## config.mk

```make
export PLATFORM = sky130hd
export DESIGN_NAME = ysyx_22041412_axi_bridge_flat
export DESIGN_NICKNAME = d
export VERILOG_FILES = /design/src/rtl/ysyx_22041412_axi_bridge_pkg.sv /design/src/rtl/ysyx_22041412_axi_bridge_if.sv /design/src/rtl/ysyx_22041412_axi_strb_gen.sv /design/src/rtl/ysyx_22041412_axi_bridge.sv /design/src/flat_wrapper.sv
export SDC_FILE = /design/constraint.sdc
export NUM_CORES = 1
export LEC_CHECK = 0
export CAP_MARGIN = 10
export CORE_AREA = 2 2 184 186
export DETAILED_ROUTE_END_ITERATION = 8
export DIE_AREA = 0 0 186 188
export GPL_TIMING_DRIVEN = 0
export PLACE_DENSITY = 0.5
export SETUP_SLACK_MARGIN = 0.02
export SLEW_MARGIN = 20
export SYNTH_ARGS = -nofsm -noshare
export SYNTH_HDL_FRONTEND = slang
export SYNTH_SLANG_ARGS = --single-unit
```

## constraint.sdc

```tcl
create_clock -name clk -period 1.8 [get_ports clk]
set_input_delay 0.18 -clock clk [delete_from_list [all_inputs] [get_ports clk]]
set_output_delay 0.18 -clock clk [all_outputs]
set_load 0.005 [all_outputs]
```

## src/rtl/ysyx_22041412_axi_bridge_pkg.sv

```systemverilog
// rtl/ysyx_22041412_axi_bridge_pkg.sv - shared FSM states, AXI constants and store strobe helper
package ysyx_22041412_axi_bridge_pkg;

  typedef enum logic [1:0] {
    R_IDLE = 2'd0,
    R_ADDR = 2'd1,
    R_DATA = 2'd2
  } r_state_e;

  typedef enum logic [1:0] {
    W_IDLE = 2'd0,
    W_ADDR = 2'd1,
    W_DATA = 2'd2,
    W_RESP = 2'd3
  } w_state_e;

  localparam logic [1:0] AXI_BURST_INCR = 2'b01;
  localparam logic [1:0] AXI_RESP_OKAY  = 2'b00;
  localparam logic [2:0] AXI_SIZE_8B    = 3'b011;

  // Byte-lane mask of a store before it is shifted to its address offset.
  function automatic logic [7:0] size_mask(input logic [2:0] func3);
    case (func3[1:0])
      2'b00:   size_mask = 8'h01;
      2'b01:   size_mask = 8'h03;
      2'b10:   size_mask = 8'h0f;
      default: size_mask = 8'hff;
    endcase
  endfunction

endpackage

```

## src/rtl/ysyx_22041412_axi_bridge_if.sv

```systemverilog
// rtl/ysyx_22041412_axi_bridge_if.sv - AXI4 AR/R/AW/W/B channel bundle with master/slave views
interface ysyx_22041412_axi_bridge_if #(
  parameter int ADDR_WIDTH = 32,
  parameter int DATA_WIDTH = 64
);
  logic                    arvalid;
  logic                    arready;
  logic [ADDR_WIDTH-1:0]   araddr;
  logic [7:0]              arlen;
  logic [2:0]              arsize;
  logic [1:0]              arburst;
  logic [3:0]              arid;
  logic                    rvalid;
  logic                    rready;
  logic [DATA_WIDTH-1:0]   rdata;
  logic [1:0]              rresp;
  logic                    rlast;
  logic                    awvalid;
  logic                    awready;
  logic [ADDR_WIDTH-1:0]   awaddr;
  logic [7:0]              awlen;
  logic [2:0]              awsize;
  logic [1:0]              awburst;
  logic [3:0]              awid;
  logic                    wvalid;
  logic                    wready;
  logic [DATA_WIDTH-1:0]   wdata;
  logic [DATA_WIDTH/8-1:0] wstrb;
  logic                    wlast;
  logic                    bvalid;
  logic                    bready;
  logic [1:0]              bresp;

  modport master (
    output arvalid, araddr, arlen, arsize, arburst, arid, rready,
    output awvalid, awaddr, awlen, awsize, awburst, awid,
    output wvalid, wdata, wstrb, wlast, bready,
    input  arready, rvalid, rdata, rresp, rlast, awready, wready, bvalid, bresp
  );

  modport slave (
    input  arvalid, araddr, arlen, arsize, arburst, arid, rready,
    input  awvalid, awaddr, awlen, awsize, awburst, awid,
    input  wvalid, wdata, wstrb, wlast, bready,
    output arready, rvalid, rdata, rresp, rlast, awready, wready, bvalid, bresp
  );
endinterface

```

## src/rtl/ysyx_22041412_axi_strb_gen.sv

```systemverilog
// rtl/ysyx_22041412_axi_strb_gen.sv - awsize and wstrb for a write: full-width bursts, sized single beats
module ysyx_22041412_axi_strb_gen
  import ysyx_22041412_axi_bridge_pkg::*;
#(
  parameter int STRB_W = 8
) (
  input  logic [7:0]        len,
  input  logic [2:0]        size,
  input  logic [2:0]        offset,
  output logic [2:0]        awsize,
  output logic [STRB_W-1:0] strb
);
  logic       single;
  logic [7:0] shifted;

  assign single  = (len == 8'd0);
  assign shifted = size_mask(size) << offset;
  assign awsize  = single ? {1'b0, size[1:0]} : AXI_SIZE_8B;
  assign strb    = single ? STRB_W'(shifted) : {STRB_W{1'b1}};
endmodule

```

## src/rtl/ysyx_22041412_axi_bridge.sv

```systemverilog
// rtl/ysyx_22041412_axi_bridge.sv - Dcache refill/writeback to AXI4 master; YSYX_22041412_AXI_RESP_CHECK_EN enables sticky axi_err_o
module ysyx_22041412_axi_bridge
  import ysyx_22041412_axi_bridge_pkg::*;
#(
  parameter int         ADDR_WIDTH = 32,
  parameter int         DATA_WIDTH = 64,
  parameter logic [3:0] AXI_ID     = 4'd0
) (
  input  logic                  clk,
  input  logic                  rst,
  input  logic                  r_valid_i,
  input  logic [ADDR_WIDTH-1:0] r_addr_i,
  input  logic [7:0]            r_len_i,
  output logic                  r_ready_o,
  output logic                  r_last_o,
  output logic [DATA_WIDTH-1:0] r_data_o,
  input  logic                  w_valid_i,
  input  logic [ADDR_WIDTH-1:0] w_addr_i,
  input  logic [7:0]            w_len_i,
  input  logic [2:0]            w_size_i,
  input  logic [DATA_WIDTH-1:0] w_data_i,
  output logic                  w_ready_o,
  output logic                  w_last_o,
  output logic                  axi_err_o,
  ysyx_22041412_axi_bridge_if.master axi
);
  localparam int STRB_W = DATA_WIDTH / 8;

  r_state_e              r_state;
  logic [ADDR_WIDTH-1:0] r_addr_q;
  logic [7:0]            r_len_q;

  w_state_e              w_state;
  logic [ADDR_WIDTH-1:0] w_addr_q;
  logic [7:0]            w_len_q;
  logic [2:0]            w_size_q;
  logic [7:0]            w_cnt;
  logic                  w_last_q;

  logic                  w_req_new;
  logic                  r_beat;
  logic                  w_beat;
  logic                  w_is_last;
  logic [2:0]            awsize_gen;
  logic [STRB_W-1:0]     strb_gen;

  // A write request still high while w_last_o pulses belongs to the finished transaction.
  assign w_req_new = w_valid_i && !w_last_q;

  always_ff @(posedge clk or negedge rst) begin
    if (!rst) begin
      r_state  <= R_IDLE;
      r_addr_q <= '0;
      r_len_q  <= '0;
    end else begin
      case (r_state)
        R_IDLE: if (r_valid_i && (w_state == W_IDLE) && !w_req_new) begin
          r_state  <= R_ADDR;
          r_addr_q <= r_addr_i;
          r_len_q  <= r_len_i;
        end
        R_ADDR: if (axi.arready) r_state <= R_DATA;
        R_DATA: if (axi.rvalid && axi.rlast) r_state <= R_IDLE;
        default: r_state <= R_IDLE;
      endcase
    end
  end

  always_ff @(posedge clk or negedge rst) begin
    if (!rst) begin
      w_state  <= W_IDLE;
      w_addr_q <= '0;
      w_len_q  <= '0;
      w_size_q <= '0;
      w_cnt    <= '0;
      w_last_q <= 1'b0;
    end else begin
      w_last_q <= 1'b0;
      case (w_state)
        W_IDLE: if (w_req_new) begin
          w_state  <= W_ADDR;
          w_addr_q <= w_addr_i;
          w_len_q  <= w_len_i;
          w_size_q <= w_size_i;
          w_cnt    <= '0;
        end
        W_ADDR: if (axi.awready) w_state <= W_DATA;
        W_DATA: if (axi.wready) begin
          if (w_is_last) w_state <= W_RESP;
          else           w_cnt   <= w_cnt + 8'd1;
        end
        W_RESP: if (axi.bvalid) begin
          w_state  <= W_IDLE;
          w_last_q <= 1'b1;
        end
        default: w_state <= W_IDLE;
      endcase
    end
  end

  ysyx_22041412_axi_strb_gen #(
    .STRB_W (STRB_W)
  ) u_strb_gen (
    .len    (w_len_q),
    .size   (w_size_q),
    .offset (w_addr_q[2:0]),
    .awsize (awsize_gen),
    .strb   (strb_gen)
  );

  assign axi.arvalid = (r_state == R_ADDR);
  assign axi.araddr  = r_addr_q;
  assign axi.arlen   = r_len_q;
  assign axi.arsize  = AXI_SIZE_8B;
  assign axi.arburst = AXI_BURST_INCR;
  assign axi.arid    = AXI_ID;
  assign axi.rready  = (r_state == R_DATA);

  assign r_beat    = axi.rready && axi.rvalid;
  assign r_ready_o = r_beat;
  assign r_last_o  = r_beat && axi.rlast;
  assign r_data_o  = r_beat ? axi.rdata : '0;

  assign axi.awvalid = (w_state == W_ADDR);
  assign axi.awaddr  = w_addr_q;
  assign axi.awlen   = w_len_q;
  assign axi.awsize  = awsize_gen;
  assign axi.awburst = AXI_BURST_INCR;
  assign axi.awid    = AXI_ID;

  // Write data passes straight through from the Dcache while a beat is offered.
  assign axi.wvalid = (w_state == W_DATA);
  assign w_is_last  = (w_cnt == w_len_q);
  assign axi.wlast  = axi.wvalid && w_is_last;
  assign axi.wdata  = axi.wvalid ? w_data_i : '0;
  assign axi.wstrb  = axi.wvalid ? strb_gen : '0;
  assign axi.bready = (w_state == W_RESP);

  assign w_beat    = axi.wvalid && axi.wready;
  assign w_ready_o = w_beat;
  assign w_last_o  = w_last_q;

`ifdef YSYX_22041412_AXI_RESP_CHECK_EN
  logic err_q;

  always_ff @(posedge clk or negedge rst) begin
    if (!rst) begin
      err_q <= 1'b0;
    end else if ((r_beat && (axi.rresp != AXI_RESP_OKAY)) ||
                 (axi.bready && axi.bvalid && (axi.bresp != AXI_RESP_OKAY))) begin
      err_q <= 1'b1;
    end
  end

  assign axi_err_o = err_q;
`else
  assign axi_err_o = 1'b0;
`endif

endmodule

```

## src/flat_wrapper.sv

```systemverilog
// flat-port wrapper written by rule: the top's interface ports become plain ports
module ysyx_22041412_axi_bridge_flat import ysyx_22041412_axi_bridge_pkg::*;
#(
  parameter int         ADDR_WIDTH = 32,
  parameter int         DATA_WIDTH = 64,
  parameter logic [3:0] AXI_ID     = 4'd0
)
  (clk, rst, r_valid_i, r_addr_i, r_len_i, r_ready_o, r_last_o, r_data_o, w_valid_i, w_addr_i, w_len_i, w_size_i, w_data_i, w_ready_o, w_last_o, axi_err_o, axi_arvalid, axi_araddr, axi_arlen, axi_arsize, axi_arburst, axi_arid, axi_rready, axi_awvalid, axi_awaddr, axi_awlen, axi_awsize, axi_awburst, axi_awid, axi_wvalid, axi_wdata, axi_wstrb, axi_wlast, axi_bready, axi_arready, axi_rvalid, axi_rdata, axi_rresp, axi_rlast, axi_awready, axi_wready, axi_bvalid, axi_bresp);
  ysyx_22041412_axi_bridge_if #(.ADDR_WIDTH(ADDR_WIDTH), .DATA_WIDTH(DATA_WIDTH)) axi_i ();
  input  logic clk;
  input  logic rst;
  input  logic r_valid_i;
  input  logic [ADDR_WIDTH-1:0] r_addr_i;
  input  logic [7:0] r_len_i;
  output logic r_ready_o;
  output logic r_last_o;
  output logic [DATA_WIDTH-1:0] r_data_o;
  input  logic w_valid_i;
  input  logic [ADDR_WIDTH-1:0] w_addr_i;
  input  logic [7:0] w_len_i;
  input  logic [2:0] w_size_i;
  input  logic [DATA_WIDTH-1:0] w_data_i;
  output logic w_ready_o;
  output logic w_last_o;
  output logic axi_err_o;
  output wire logic [$bits(axi_i.arvalid)-1:0] axi_arvalid;
  output wire logic [$bits(axi_i.araddr)-1:0] axi_araddr;
  output wire logic [$bits(axi_i.arlen)-1:0] axi_arlen;
  output wire logic [$bits(axi_i.arsize)-1:0] axi_arsize;
  output wire logic [$bits(axi_i.arburst)-1:0] axi_arburst;
  output wire logic [$bits(axi_i.arid)-1:0] axi_arid;
  output wire logic [$bits(axi_i.rready)-1:0] axi_rready;
  output wire logic [$bits(axi_i.awvalid)-1:0] axi_awvalid;
  output wire logic [$bits(axi_i.awaddr)-1:0] axi_awaddr;
  output wire logic [$bits(axi_i.awlen)-1:0] axi_awlen;
  output wire logic [$bits(axi_i.awsize)-1:0] axi_awsize;
  output wire logic [$bits(axi_i.awburst)-1:0] axi_awburst;
  output wire logic [$bits(axi_i.awid)-1:0] axi_awid;
  output wire logic [$bits(axi_i.wvalid)-1:0] axi_wvalid;
  output wire logic [$bits(axi_i.wdata)-1:0] axi_wdata;
  output wire logic [$bits(axi_i.wstrb)-1:0] axi_wstrb;
  output wire logic [$bits(axi_i.wlast)-1:0] axi_wlast;
  output wire logic [$bits(axi_i.bready)-1:0] axi_bready;
  input wire logic [$bits(axi_i.arready)-1:0] axi_arready;
  input wire logic [$bits(axi_i.rvalid)-1:0] axi_rvalid;
  input wire logic [$bits(axi_i.rdata)-1:0] axi_rdata;
  input wire logic [$bits(axi_i.rresp)-1:0] axi_rresp;
  input wire logic [$bits(axi_i.rlast)-1:0] axi_rlast;
  input wire logic [$bits(axi_i.awready)-1:0] axi_awready;
  input wire logic [$bits(axi_i.wready)-1:0] axi_wready;
  input wire logic [$bits(axi_i.bvalid)-1:0] axi_bvalid;
  input wire logic [$bits(axi_i.bresp)-1:0] axi_bresp;
  assign axi_arvalid = axi_i.arvalid;
  assign axi_araddr = axi_i.araddr;
  assign axi_arlen = axi_i.arlen;
  assign axi_arsize = axi_i.arsize;
  assign axi_arburst = axi_i.arburst;
  assign axi_arid = axi_i.arid;
  assign axi_rready = axi_i.rready;
  assign axi_awvalid = axi_i.awvalid;
  assign axi_awaddr = axi_i.awaddr;
  assign axi_awlen = axi_i.awlen;
  assign axi_awsize = axi_i.awsize;
  assign axi_awburst = axi_i.awburst;
  assign axi_awid = axi_i.awid;
  assign axi_wvalid = axi_i.wvalid;
  assign axi_wdata = axi_i.wdata;
  assign axi_wstrb = axi_i.wstrb;
  assign axi_wlast = axi_i.wlast;
  assign axi_bready = axi_i.bready;
  assign axi_i.arready = axi_arready;
  assign axi_i.rvalid = axi_rvalid;
  assign axi_i.rdata = axi_rdata;
  assign axi_i.rresp = axi_rresp;
  assign axi_i.rlast = axi_rlast;
  assign axi_i.awready = axi_awready;
  assign axi_i.wready = axi_wready;
  assign axi_i.bvalid = axi_bvalid;
  assign axi_i.bresp = axi_bresp;
  ysyx_22041412_axi_bridge #(.ADDR_WIDTH(ADDR_WIDTH), .DATA_WIDTH(DATA_WIDTH), .AXI_ID(AXI_ID)) u_core (.clk(clk), .rst(rst), .r_valid_i(r_valid_i), .r_addr_i(r_addr_i), .r_len_i(r_len_i), .r_ready_o(r_ready_o), .r_last_o(r_last_o), .r_data_o(r_data_o), .w_valid_i(w_valid_i), .w_addr_i(w_addr_i), .w_len_i(w_len_i), .w_size_i(w_size_i), .w_data_i(w_data_i), .w_ready_o(w_ready_o), .w_last_o(w_last_o), .axi_err_o(axi_err_o), .axi(axi_i));
endmodule
```

Word-level counts from Yosys, hierarchy flattened:

Cells that the tools add are included.

* logic and storage cells: 70
* flip-flop bits (word level): 95
* output and inout port bits: 245
* input port bits: 225

* mux-type cells: 22
* reduce and logical (&&, ||, !) cells: 20
* $add $sub $neg: 1
* shifts and indexed selects: 1
* eq/ne operators: 17

Operators with widths (count)
* $mux 64: 2
* $mux 8: 5
* $pmux 8 s3: 1
* $mux 2: 9
* $pmux 8 s2: 1
* $ne 2x1->1 const B: 5
* $add 8x1->8 const B: 1
* $eq 2x2->1 const B: 4
* $eq 8x8->1: 1
* $logic_and 1x1->1: 8
* $logic_not 8->1: 1
* $ne 2x2->1 const B: 4
* $pmux 2 s4: 1
* $shl 8x3->8: 1
* $eq 2x1->1 const B: 3
* $logic_not 2->1: 3
* $pmux 2 s3: 1
* $reduce_and 5->1: 1
* $reduce_and 2->1: 2
* $reduce_and 4->1: 1
* $reduce_and 3->1: 1
* $logic_not 1->1: 2
* $mux 1: 2
* $reduce_bool 2->1: 1

Depth between registers and ports, before layout:

Gate-level depths: netlist of the first run.

* word-level depth: 6
* mapped depth: 8

Hierarchy:

Synthesis of the first run repeated with hierarchy kept, for this count alone.

* cell total of the unflattened synthesis: 492
* area, all modules: 5310.1 um2

Modules (own cells, without submodules)
* ysyx_22041412_axi_bridge: area an instance 5097.4 um2, instances 1, seq. area each 2402.3 um2, cells an instance 457
* ysyx_22041412_axi_strb_gen: area an instance 212.7 um2, instances 1, seq. area each 0.0 um2, cells an instance 35

Worst setup path after synthesis of the first run:

No wires, ideal clock.

* path type: register to register
* start: register u_core.w_state[0]
* end: register u_core.w_cnt[0]
* cell stages (with the launch flop): 9
* library setup time: 136 ps
* setup slack: 53 ps
* clock period less this slack: 1747 ps
* data arrival time: 1611 ps
* path through: dfrtp_1 inv_1 ha_1 mux2i_1 a21o_1 clkbuf_1 nor2_1 mux2i_1 o21ai_0

* cells in the longest elaborated chain, start to end: 3
* elaborated cells on any way between the ends: 8
* those cells by class: eq/ne (4); mux (1); reduce/logical (3)

Ends and longest elaborated chain
* start, declared: RTL line ysyx_22041412_axi_bridge.sv:33 `w_state_e w_state;`
* start signal, assigned: RTL line ysyx_22041412_axi_bridge.sv:71 `w_state <= W_IDLE;`
* start signal, assigned: RTL line ysyx_22041412_axi_bridge.sv:81 `w_state <= W_ADDR;`
* start signal, assigned: RTL line ysyx_22041412_axi_bridge.sv:87 `W_ADDR: if (axi.awready) w_state <= W_DATA;`
* $eq 2x2->1 (*)
* net axi_wvalid: RTL line flat_wrapper.sv:39 `output wire logic [$bits(axi_i.wvalid)-1:0] axi_wvalid;`
* $ne 2x2->1 (no line) / $reduce_bool 2->1 (equally long branches)
* $reduce_and 4->1 (no line)
* end signal, assigned: RTL line ysyx_22041412_axi_bridge.sv:90 `else w_cnt <= w_cnt + 8'd1;`
* end, declared: RTL line ysyx_22041412_axi_bridge.sv:37 `logic [7:0] w_cnt;`

The timed path passes the listed nets; every way through them passes the cells marked *.
A chain may end at the register's enable or synchronous reset.

Final worst setup path of the first run:

* start: register u_core.w_len_q[3] (netlist: u_core.axi.awlen[3])
* end: output port axi_wstrb[4]

* cells in the longest elaborated chain, start to end: 3

Ends and longest elaborated chain
* start, declared: RTL line ysyx_22041412_axi_bridge.sv:35 `logic [7:0] w_len_q;`
* start signal, assigned: RTL line ysyx_22041412_axi_bridge.sv:83 `w_len_q <= w_len_i;`
* $logic_not 8->1: RTL line ysyx_22041412_axi_strb_gen.sv:16 `assign single = (len == 8'd0);`
* $mux 8: RTL line ysyx_22041412_axi_strb_gen.sv:19 `assign strb = single ? STRB_W'(shifted) : {STRB_W{1'b1}};`
* $mux 8: RTL line ysyx_22041412_axi_bridge.sv:136 `assign axi.wstrb = axi.wvalid ? strb_gen : '0;`
* end, declared: RTL line flat_wrapper.sv:41 `output wire logic [$bits(axi_i.wstrb)-1:0] axi_wstrb;`

Every way passes these cells.

==> impl_metrics.env, run 1 <==
export IMPL_start_kind="flip-flop"
export IMPL_dr_pass1_iters=4
export IMPL_netlist_top_cell_by_area="dfrtp_1"
export IMPL_pre_cts_ws_ns=-0.988
export IMPL_routed_wl_um=28000
export IMPL_synth_cell_area_mm2=0.00526
export IMPL_violations="negative setup slack"
export IMPL_synth_area_top_cells="dfrtp_1, mux2_2, and2_1"
export IMPL_setup_slack_ns=-0.211
export IMPL_ys_seq_elements=95
export IMPL_clock_skew_ns=0.00552
export IMPL_relSlewSlack=0.650
export IMPL_grt_max_degree=64
export IMPL_design_area_mm2=0.0127
export IMPL_fin_nets=1285
export IMPL_dr_first_iter_drc_count=177
export IMPL_fmax_mhz=497
export IMPL_reg2reg_depth=9
export IMPL_grt_pass1_wl_um=38400
export IMPL_p_leak_nw=5.88
export IMPL_synthArstFlopShare=1.00
export IMPL_dieWidth_um=186
export IMPL_irDropWorstVdd_mv=0.639
export IMPL_yosys_warnings=0
export IMPL_multi_input_area_mm2=0.00335
export IMPL_io_pins=470
export IMPL_drv_slew=0
export IMPL_cts_buffers=9
export IMPL_final_common_cell="clkdlybuf4s50_1"
export IMPL_syn_area_per_cell_um2=10.5
export IMPL_io_buffers=446
export IMPL_clk_latency_ns=0.35
export IMPL_worstPathMaxFanout=7
export IMPL_path_clk_slew_ns=0.07
export IMPL_rows=67
export IMPL_via_count=5988
export IMPL_place_gp_congestion=0.831
export IMPL_powerDensity_mw_per_mm2=1380
export IMPL_drc=0
export IMPL_cts_tree="yes"
export IMPL_status="finished with violations"
export IMPL_worstPathArrival_ns=1.83
export IMPL_yosysTopAreaCellShare=0.452
export IMPL_fin_crit_sh=1.12
export IMPL_cts_root_buffer="clkbuf_16"
export IMPL_netlist_instances=499
export IMPL_vias_per_cell=3.95
export IMPL_ant_nets=0
export IMPL_core_area_mm2=0.0331
export IMPL_ys_seq_area_frac=0.452
export IMPL_area_growth_syn_to_layout_pct=141
export IMPL_finalCriticalPeriod_ns=2.01
export IMPL_wl_per_cell_um=18.4
export IMPL_fillCellCount=3302
export IMPL_grt_usage=0.146
export IMPL_clkSinkCount=95
export IMPL_required_ns=1.62
export IMPL_seqCellArea_mm2=0.00239
export IMPL_drive_above_1_share=0.467
export IMPL_critPathKind="reg2out"
export IMPL_dp_hpwl_um=20600
export IMPL_synth_edff_count=0
export IMPL_whs_ns=0.303
export IMPL_ys_flop_type="dfrtp_1"
export IMPL_grt_pass1_vias=6070
export IMPL_dpl_instance_area_mm2=0.0104
export IMPL_dieArea_mm2=0.0350
export IMPL_htreeDepth=3
export IMPL_initial_utilization=0.159
export IMPL_endpoint_kind="primary output"
export IMPL_maxCapViolations=0
export IMPL_gr_total_overflow=0
export IMPL_tightest_slew_ns=0.526
export IMPL_hold_class="in2async"
export IMPL_finalSetupViolCount=159
export IMPL_cts_buffer_depth=2
export IMPL_p_total_mw=17.5
export IMPL_antenna_found_initial=10
export IMPL_rsz0062_at_grt="yes"
export IMPL_final_cell_mix="clkdlybuf4s50_1, buf_6, dfrtp_1, mux2_4, and2_4"
export IMPL_die_height_um=188
export IMPL_hold_viol=0
export IMPL_ys_types=47
export IMPL_rrSetupSlack_ns=-0.09
==> state kept, by name (all words and copies together) (netlist names) <==
register and flops:
u_core.axi.araddr 32, u_core.axi.arlen 8, u_core.axi.awaddr 32, u_core.axi.awlen 8, u_core.r_state 2, u_core.w_cnt 8
u_core.w_last_o 1, u_core.w_size_q 2, u_core.w_state 2
==> worst max-delay path, stage by stage (launching register included) <==
cell     delay, ns
dfrtp_2       0.43
nor4_4        0.39
nand2_2       0.20
buf_6         0.17
nor3_4        0.11
nor2_1        0.05
buf_2         0.12
==> report_power, final <==
part	switching (mW)	total (mW)	internal, mW
combinational	4.07	11.7	7.63
sequential	0.775	3.96	3.19
clock	0.876	1.85	0.974
total	5.72	17.5	11.8
==> synthesized netlist by cell type (3+ instances only) <==
cell type	number
a211oi_1	3
a21oi_1	8
and2_1	67
and3_1	66
buf_2	5
buf_4	17
clkbuf_1	33
dfrtp_1	95
ha_1	6
inv_1	8
mux2_2	82
mux2i_1	3
nand2_1	16
nand3_1	5
nand4_1	3
nor2_1	20
nor3_1	6
o21ai_0	8
o311ai_0	4
or3_1	3
xor2_1	7
==> stage by stage <==
stage,TNS (ns),cells,util
2_1_floorplan,0,514,-
3_3_place_gp,-438.90,1408,0.312
3_5_place_dp,-105.98,1409,0.313
4_1_cts,-5.95,1483,0.349
5_1_grt,-18.14,1509,0.382
6_report,-7.10,1517,0.383
==> logic make-up after synthesis <==
| logic type | after synthesis | synth area share |
|---|---|---|
| AND/OR/NAND/NOR | 198 | 0.221 |
| flip-flops | 95 | 0.452 |
| multiplexers | 86 | 0.184 |
| buffers and inverters | 65 | 0.0614 |
| AO/OA/AOI/OAI | 39 | 0.0514 |
| XOR/XNOR | 8 | 0.0148 |
| adder cells (fa/ha/maj) | 6 | 0.0143 |
| other | 2 | 0.00143 |
==> per-layer routing <==
metal / vias to the layer above / part of all wire / global-route usage
li1: 2822 / - / -
met1: 2893 / 0.41 / 0.184
met2: 244 / 0.48 / 0.237
met3: 25 / 0.095 / 0.0616
met4: 4 / 0.011 / 0.0233
met5: - / 0.0012 / 0
==> final timing paths <==
check	from	to
worst min-delay path	rst	u_core.axi.awaddr[7]
worst min register to register	u_core.axi.araddr[28]	u_core.axi.araddr[28]
max in group asynchronous	rst	u_core.r_state[1]
min in group clk	axi_rvalid	u_core.r_state[1]
worst max register to register	u_core.w_state[0]	u_core.axi.araddr[24]
worst max-delay path	u_core.axi.awlen[3]	axi_wstrb[4]
==> layout make-up <==
type / count / area share
Timing Repair Buffer: 534 / 0.428
Tap cell: 448 / 0.0442
Inverter: 8 / 0.00296
Multi-Input combinational cell: 354 / 0.264
Sequential cell: 95 / 0.189
Buffer: 52 / 0.0475
Clock buffer: 11 / 0.0192
Antenna cell: 10 / 0.00197
Clock inverter: 5 / 0.00267
==> timing repair <==
item | 4_1_cts | 5_1_grt
pin swaps | 34 | 70
hold buffers | 1 | 0
setup endpoints to repair | 237 | 231
setup buffers | 51 | 21
resized for setup | 685 | 298
endpoints found under the hold margin | 32 | 0
gates cloned | 9 | 12
Note: power is estimated with default switching activity, not from simulation.
==> run 2, diff against run 1 <==
--- a/config.mk
+++ b/config.mk
@@ -5,7 +5,6 @@
 export SDC_FILE = /design/constraint.sdc
 export NUM_CORES = 1
 export LEC_CHECK = 0
-export CAP_MARGIN = 10
 export CORE_AREA = 2 2 184 186
 export DETAILED_ROUTE_END_ITERATION = 8
 export DIE_AREA = 0 0 186 188
==> results of run 2 <==
No change in the layout: final DEF, timing and power equal those of run 1.
==> run 3, diff against run 2 <==
--- a/config.mk
+++ b/config.mk
@@ -8,7 +8,7 @@
 export CORE_AREA = 2 2 184 186
 export DETAILED_ROUTE_END_ITERATION = 8
 export DIE_AREA = 0 0 186 188
-export GPL_TIMING_DRIVEN = 0
+export GPL_TIMING_DRIVEN = 1
 export PLACE_DENSITY = 0.5
 export SETUP_SLACK_MARGIN = 0.02
 export SLEW_MARGIN = 20
==> run 3 against run 2 <==
Against the previous run:
- the flow still finishes with violations (negative setup slack)
- via count is 1.5% lower
- cell count is 0.86% lower
- count of clock-buffer cells in the layout stayed put
- clock skew grew 0.0038 ns
- wire length rose by 1.2%
- global-route usage barely moved
- first-iteration DRC count grew 16%
- sequential share of layout area barely moved
- die area unchanged
- sequential power decreased by 3%
- maximum frequency rose by 2.4%
- worst setup slack gained 0.047 ns
==> impl_metrics.env, run 3 (synthesis gave the netlist of run 1 again) <==
export IMPL_routed_wl_um=28300
export IMPL_setup_tns_ns=-8.66
export IMPL_whs_ns=0.409
export IMPL_finalCriticalPeriod_ns=1.96
export IMPL_top_usage_layer="met2"
export IMPL_cts_buffers=9
export IMPL_reg2reg_depth=7
export IMPL_dr_first_iter_drc_count=205
export IMPL_rsz0062_at_grt="yes"
export IMPL_fmax_mhz=509
export IMPL_grt_pass1_wl_um=38400
export IMPL_tightest_slew_ns=0.554
export IMPL_ant_nets=0
export IMPL_maxCapViolations=0
export IMPL_setup_slack_ns=-0.164
export IMPL_rr_startpoint="u_core.w_state[1]"
export IMPL_final_common_cell="clkdlybuf4s50_1"
export IMPL_wl_per_cell_um=18.8
export IMPL_core_area_mm2=0.0331
export IMPL_clkSinkCount=95
export IMPL_cts_root_buffer="clkbuf_16"
export IMPL_die_height_um=188
export IMPL_antenna_found_initial=9
export IMPL_dieWidth_um=186
export IMPL_cts_buffer_depth=2
export IMPL_worstSetupStartpoint="u_core.w_state[1]"
export IMPL_dr_pass1_iters=4
export IMPL_vias_per_cell=3.92
export IMPL_endpoint_kind="flip-flop"
export IMPL_grtUsageMet2=0.226
export IMPL_via_count=5897
export IMPL_hold_class="in2async"
export IMPL_area_growth_syn_to_layout_pct=140
export IMPL_met1_usage=0.191
export IMPL_drc=0
export IMPL_relSlewSlack=0.631
export IMPL_start_kind="flip-flop"
export IMPL_p_leak_nw=5.75
export IMPL_fin_nets=1275
export IMPL_final_cell_mix="clkdlybuf4s50_1, buf_6, dfrtp_1, mux2_2, buf_4"
export IMPL_rows=67
export IMPL_dieArea_mm2=0.0350
export IMPL_pre_cts_ws_ns=-0.225
export IMPL_grt_max_degree=96
export IMPL_initial_utilization=0.159
export IMPL_grtUsageMet3=0.0670
export IMPL_fin_crit_sh=1.09
export IMPL_clk_latency_ns=0.36
export IMPL_io_buffers=447
export IMPL_finalSetupViolCount=99
export IMPL_grt_pass1_vias=5972
export IMPL_place_gp_congestion=0.915
export IMPL_io_pins=470
export IMPL_dp_cells=1402
export IMPL_worstPathArrival_ns=2.23
export IMPL_worstPathMaxFanout=7
export IMPL_clock_skew_ns=0.00930
export IMPL_dpl_instance_area_mm2=0.0105
export IMPL_critPathKind="reg2reg"
export IMPL_required_ns=2.06
export IMPL_layout_cells_non_filler=1504
export IMPL_violations="negative setup slack"
export IMPL_hold_viol=0
export IMPL_drv_slew=0
export IMPL_htreeDepth=3
export IMPL_cts_tree="yes"
export IMPL_design_area_mm2=0.0126
export IMPL_irDropWorstVdd_mv=0.606
export IMPL_gr_total_overflow=0
export IMPL_status="finished with violations"
export IMPL_drive_above_1_share=0.469
export IMPL_dp_hpwl_um=19500
export IMPL_grt_usage=0.147
export IMPL_path_clk_slew_ns=0.07
export IMPL_powerDensity_mw_per_mm2=1410
==> run 3: changes by cell type in the layout (fill, tap and decap cells not counted), moves of 7 or more <==
cell             previous run  this run
and2_1                      7        23
and2_4                     61        45
and3_1                     35        25
and3_4                     31        41
buf_12                      8        17
buf_16                      1         9
buf_8                      19        10
clkbuf_1                    8         1
clkdlybuf4s15_1            19         5
dfrtp_1                    83        90
dfrtp_2                    12         5
dlymetal6s2s_1              2        12
mux2_2                     21        82
mux2_4                     62         1
==> run 3: cell type report <==
| class | count | area [um^2] |
|---|---|---|
| Multi-Input combinational cell | 354 | 3210 |
| Fill cell | 3286 | 20500 |
| Clock inverter | 5 | 57.6 |
| Clock buffer | 11 | 243 |
| Timing Repair Buffer | 576 | 6090 |
| Tap cell | 448 | 561 |
| Sequential cell | 95 | 2380 |
| Antenna cell | 7 | 17.5 |
| Inverter | 8 | 33.8 |
==> run 3: worst max-delay path, stage by stage, from the launching register on <==
cell and delay, ns:
dfrtp_1 0.41, ha_4 0.20, buf_6 0.12, buf_6 0.11
mux2i_4 0.18, a21o_4 0.23, or3_4 0.38, o311ai_4 0.24
==> run 3: where the power goes <==
group / internal [mW] / switching (mW)
combinational: 7.62 / 4.26
sequential: 3.17 / 0.679
clock: 1.11 / 0.868
total: 11.9 / 5.81
==> run 3: stage by stage <==
step	util	total power, mW
5_1_grt	0.380	18.8
6_report	0.380	17.7
3_5_place_dp	0.318	12.2
4_1_cts	0.348	16.4
3_3_place_gp	0.318	12.2
2_1_floorplan	-	6.88
==> run 3: path summary, 6_finish.rpt <==
check	endpoint	slack, ns
worst min-delay path	u_core.axi.awaddr[6]	0.41
max in group asynchronous	u_core.w_last_o	0.96
worst max register to register	u_core.w_cnt[7]	-0.16
worst max-delay path	u_core.w_cnt[7]	-0.16
min in group clk	u_core.r_state[0]	0.41
worst min register to register	u_core.axi.araddr[13]	0.50
==> run 3: per-layer routing <==
| metal | part of all wire | up-vias |
|---|---|---|
| met2 | 0.47 | 225 |
| li1 | - | 2803 |
| met3 | 0.089 | 18 |
| met1 | 0.43 | 2847 |
| met5 | 0.0013 | - |
| met4 | 0.0063 | 4 |
==> run 3: timing repair <==
| action | 4_1_cts | 5_1_grt |
|---|---|---|
| endpoints found under the hold margin | 95 | 0 |
| buffers inserted | 42 | 19 |
| hold buffers | 1 | 0 |
| setup endpoints to repair | 150 | 231 |
| pin swaps | 33 | 58 |
| cloned | 13 | 14 |
| gates resized for setup | 607 | 236 |
==> variant, RTL diff (flow settings as in run 3) <==
Build with the macro `YSYX_22041412_AXI_RESP_CHECK_EN` defined.
--- a/src/rtl/ysyx_22041412_axi_bridge.sv
+++ b/src/rtl/ysyx_22041412_axi_bridge.sv
@@ -1,3 +1,5 @@
 // rtl/ysyx_22041412_axi_bridge.sv - Dcache refill/writeback to AXI4 master; YSYX_22041412_AXI_RESP_CHECK_EN enables sticky axi_err_o
+`define YSYX_22041412_AXI_RESP_CHECK_EN
+
 module ysyx_22041412_axi_bridge
   import ysyx_22041412_axi_bridge_pkg::*;
Behaviour: not the same (a bounded check fails within 4 cycles, from zero or initial values and one cycle with rst low).
==> variant against run 3 <==
  * The flow still finishes with violations (setup timing)
  * Wire length fell by 4.0%
  * Core utilization rose by 0.50 points
  * Setup slack got worse by 0.0057 ns
  * Sequential cell count rose by 1
  * Combinational power rose by 3%
  * Power rose by 2.9%
  * Non-clock buffer count rose by 3
  * Sequential share of layout area fell by 0.070 points
  * Cell area rose by 1.3%
  * Synthesized area rose by 1.3%
  * Critical path type unchanged
  * Critical endpoint unchanged
  * Largest cell class unchanged
==> variant: results (changes against run 3) <==
| Metric | Value |
|---|---|
| Final setup margin | -0.170 ns (-0.00566 ns) |
| Setup_tns | -5.06 ns (+3.60 ns) |
| GPL Wtd Cong | 0.820 (-10%) |
| Vias per cell | 3.94 (+0.57%) |
| Routing usage on met2 | 0.251 (+0.0240) |
| Final setup fails | 86 (-13%) |
| Vias in the first global route | 6,044 (+1.2%) |
| Syn avg cell area | 10.8 µm² (+2.3%) |
| Lkg Pwr | 5.91 nW (+2.8%) |
| Layout cells sized above 1 | 0.468 (-0.00101) |
| Setup Skew | 0.0110 ns (+0.00168 ns) |
| Placed inst area | 10,700 µm² (+1.4%) |
| Initial antenna violation count | 0 (-9) |
| Grt met3 use | 0.0464 (-0.0206) |
| Global-route wire length before repair | 37,900 µm (-1.3%) |
| Post-synthesis compound-gate area fraction | 0.0595 (+0.00806) |
| Failing checks | setup timing |
| Multiplexer share of the synthesized area | 0.180 (-0.00393) |
| Synth area leaders | dfrtp_1, mux2_2, and2_1, and3_1, clkbuf_1 |
| Max rail drop VDD | 0.622 mV (+2.7%) |
| Insertion delay to the later sink of the worst-skew pair | 0.34 ns (-0.02 ns) |
| Worst Reg-to-Reg Cells | 9 (+2) |
| Drt total wl | 27,200 µm (-4.0%) |
| Delay-heaviest family, CP | simple AND/OR/NAND/NOR gates |
| Placed insts | 1,401 (-0.071%) |
| Top cells by count, synth | dfrtp_1, mux2_2, and2_1, and3_1, clkbuf_1 |
| Post-synthesis adder-cell area fraction | 0.0141 (-0.000178) |
| Nets | 1,273 (-0.16%) |
| Status | complete, but fails checks |
| M1 GR Usage | 0.175 (-0.0162) |
-- variant: repair_timing --
action | CTS | global route
buffers inserted | 40 | 12
pin swaps | 61 | 43
hold endpoints to repair | 29 | 0
setup endpoints to repair | 185 | 214
gates cloned | 14 | 15
hold buffers | 1 | 0
resized for setup | 635 | 245
-- variant: layer usage --
layer,vias to the layer above,share of wire
li1,2803,-
met1,2863,0.40
met2,222,0.52
met3,11,0.075
met4,0,0.0050
met5,-,0
-- variant: stage by stage --
| step | setup WS, ns | hold slack (ns) | utilization |
|---|---|---|---|
| after floorplan | 0.00290 | -0.116 | - |
| after global placement | -0.145 | 0.163 | 0.322 |
| after detailed placement | -0.209 | 0.163 | 0.322 |
| after CTS | -0.175 | 0.319 | 0.356 |
| after global routing | -0.269 | 0.344 | 0.385 |
| final | -0.170 | 0.322 | 0.385 |
-- variant: cell families after synthesis --
logic type               Yosys count
AND/OR/NAND/NOR                  189
flip-flops                        96
multiplexers                      85
buffers and inverters             64
AO/OA/AOI/OAI                     44
XOR/XNOR                           8
adder cells (fa/ha/maj)            6
other                              2
-- variant: path summary, 6_finish.rpt --
path,startpoint,to
min in group clk,axi_arready,u_core.r_state[0]
worst max-delay path,u_core.w_state[1],u_core.w_cnt[7]
worst min register to register,u_core.axi_err_o,u_core.axi_err_o
worst max register to register,u_core.w_state[1],u_core.w_cnt[7]
max in group asynchronous,rst,u_core.axi.araddr[24]
worst min-delay path,rst,u_core.axi.awaddr[5]
-- variant: report_power, final --
| part | total [mW] | switching [mW] | internal, mW |
|---|---|---|---|
| registers | 3.97 | 0.760 | 3.21 |
| logic | 12.3 | 4.18 | 8.14 |
| clock network | 1.94 | 0.970 | 0.971 |
-- variant: worst reg2reg max path: stages (launching register included) --
cell      delay (ns)
dfrtp_1         0.43
ha_4            0.20
buf_12          0.13
buf_8           0.11
buf_6           0.11
mux2i_4         0.18
a21oi_4         0.18
nand3b_1        0.08
or4_1           0.39
nand3_1         0.09
-- variant: layout make-up --
cell class	instances	area, µm²
tap	448	561
fill	3285	20300
sequential	96	2410
clock buffer	9	225
clock inverter	7	62.6
multi-input combinational	349	3340
timing repair buffer	579	6140
antenna	1	2.50
inverter	7	26.3
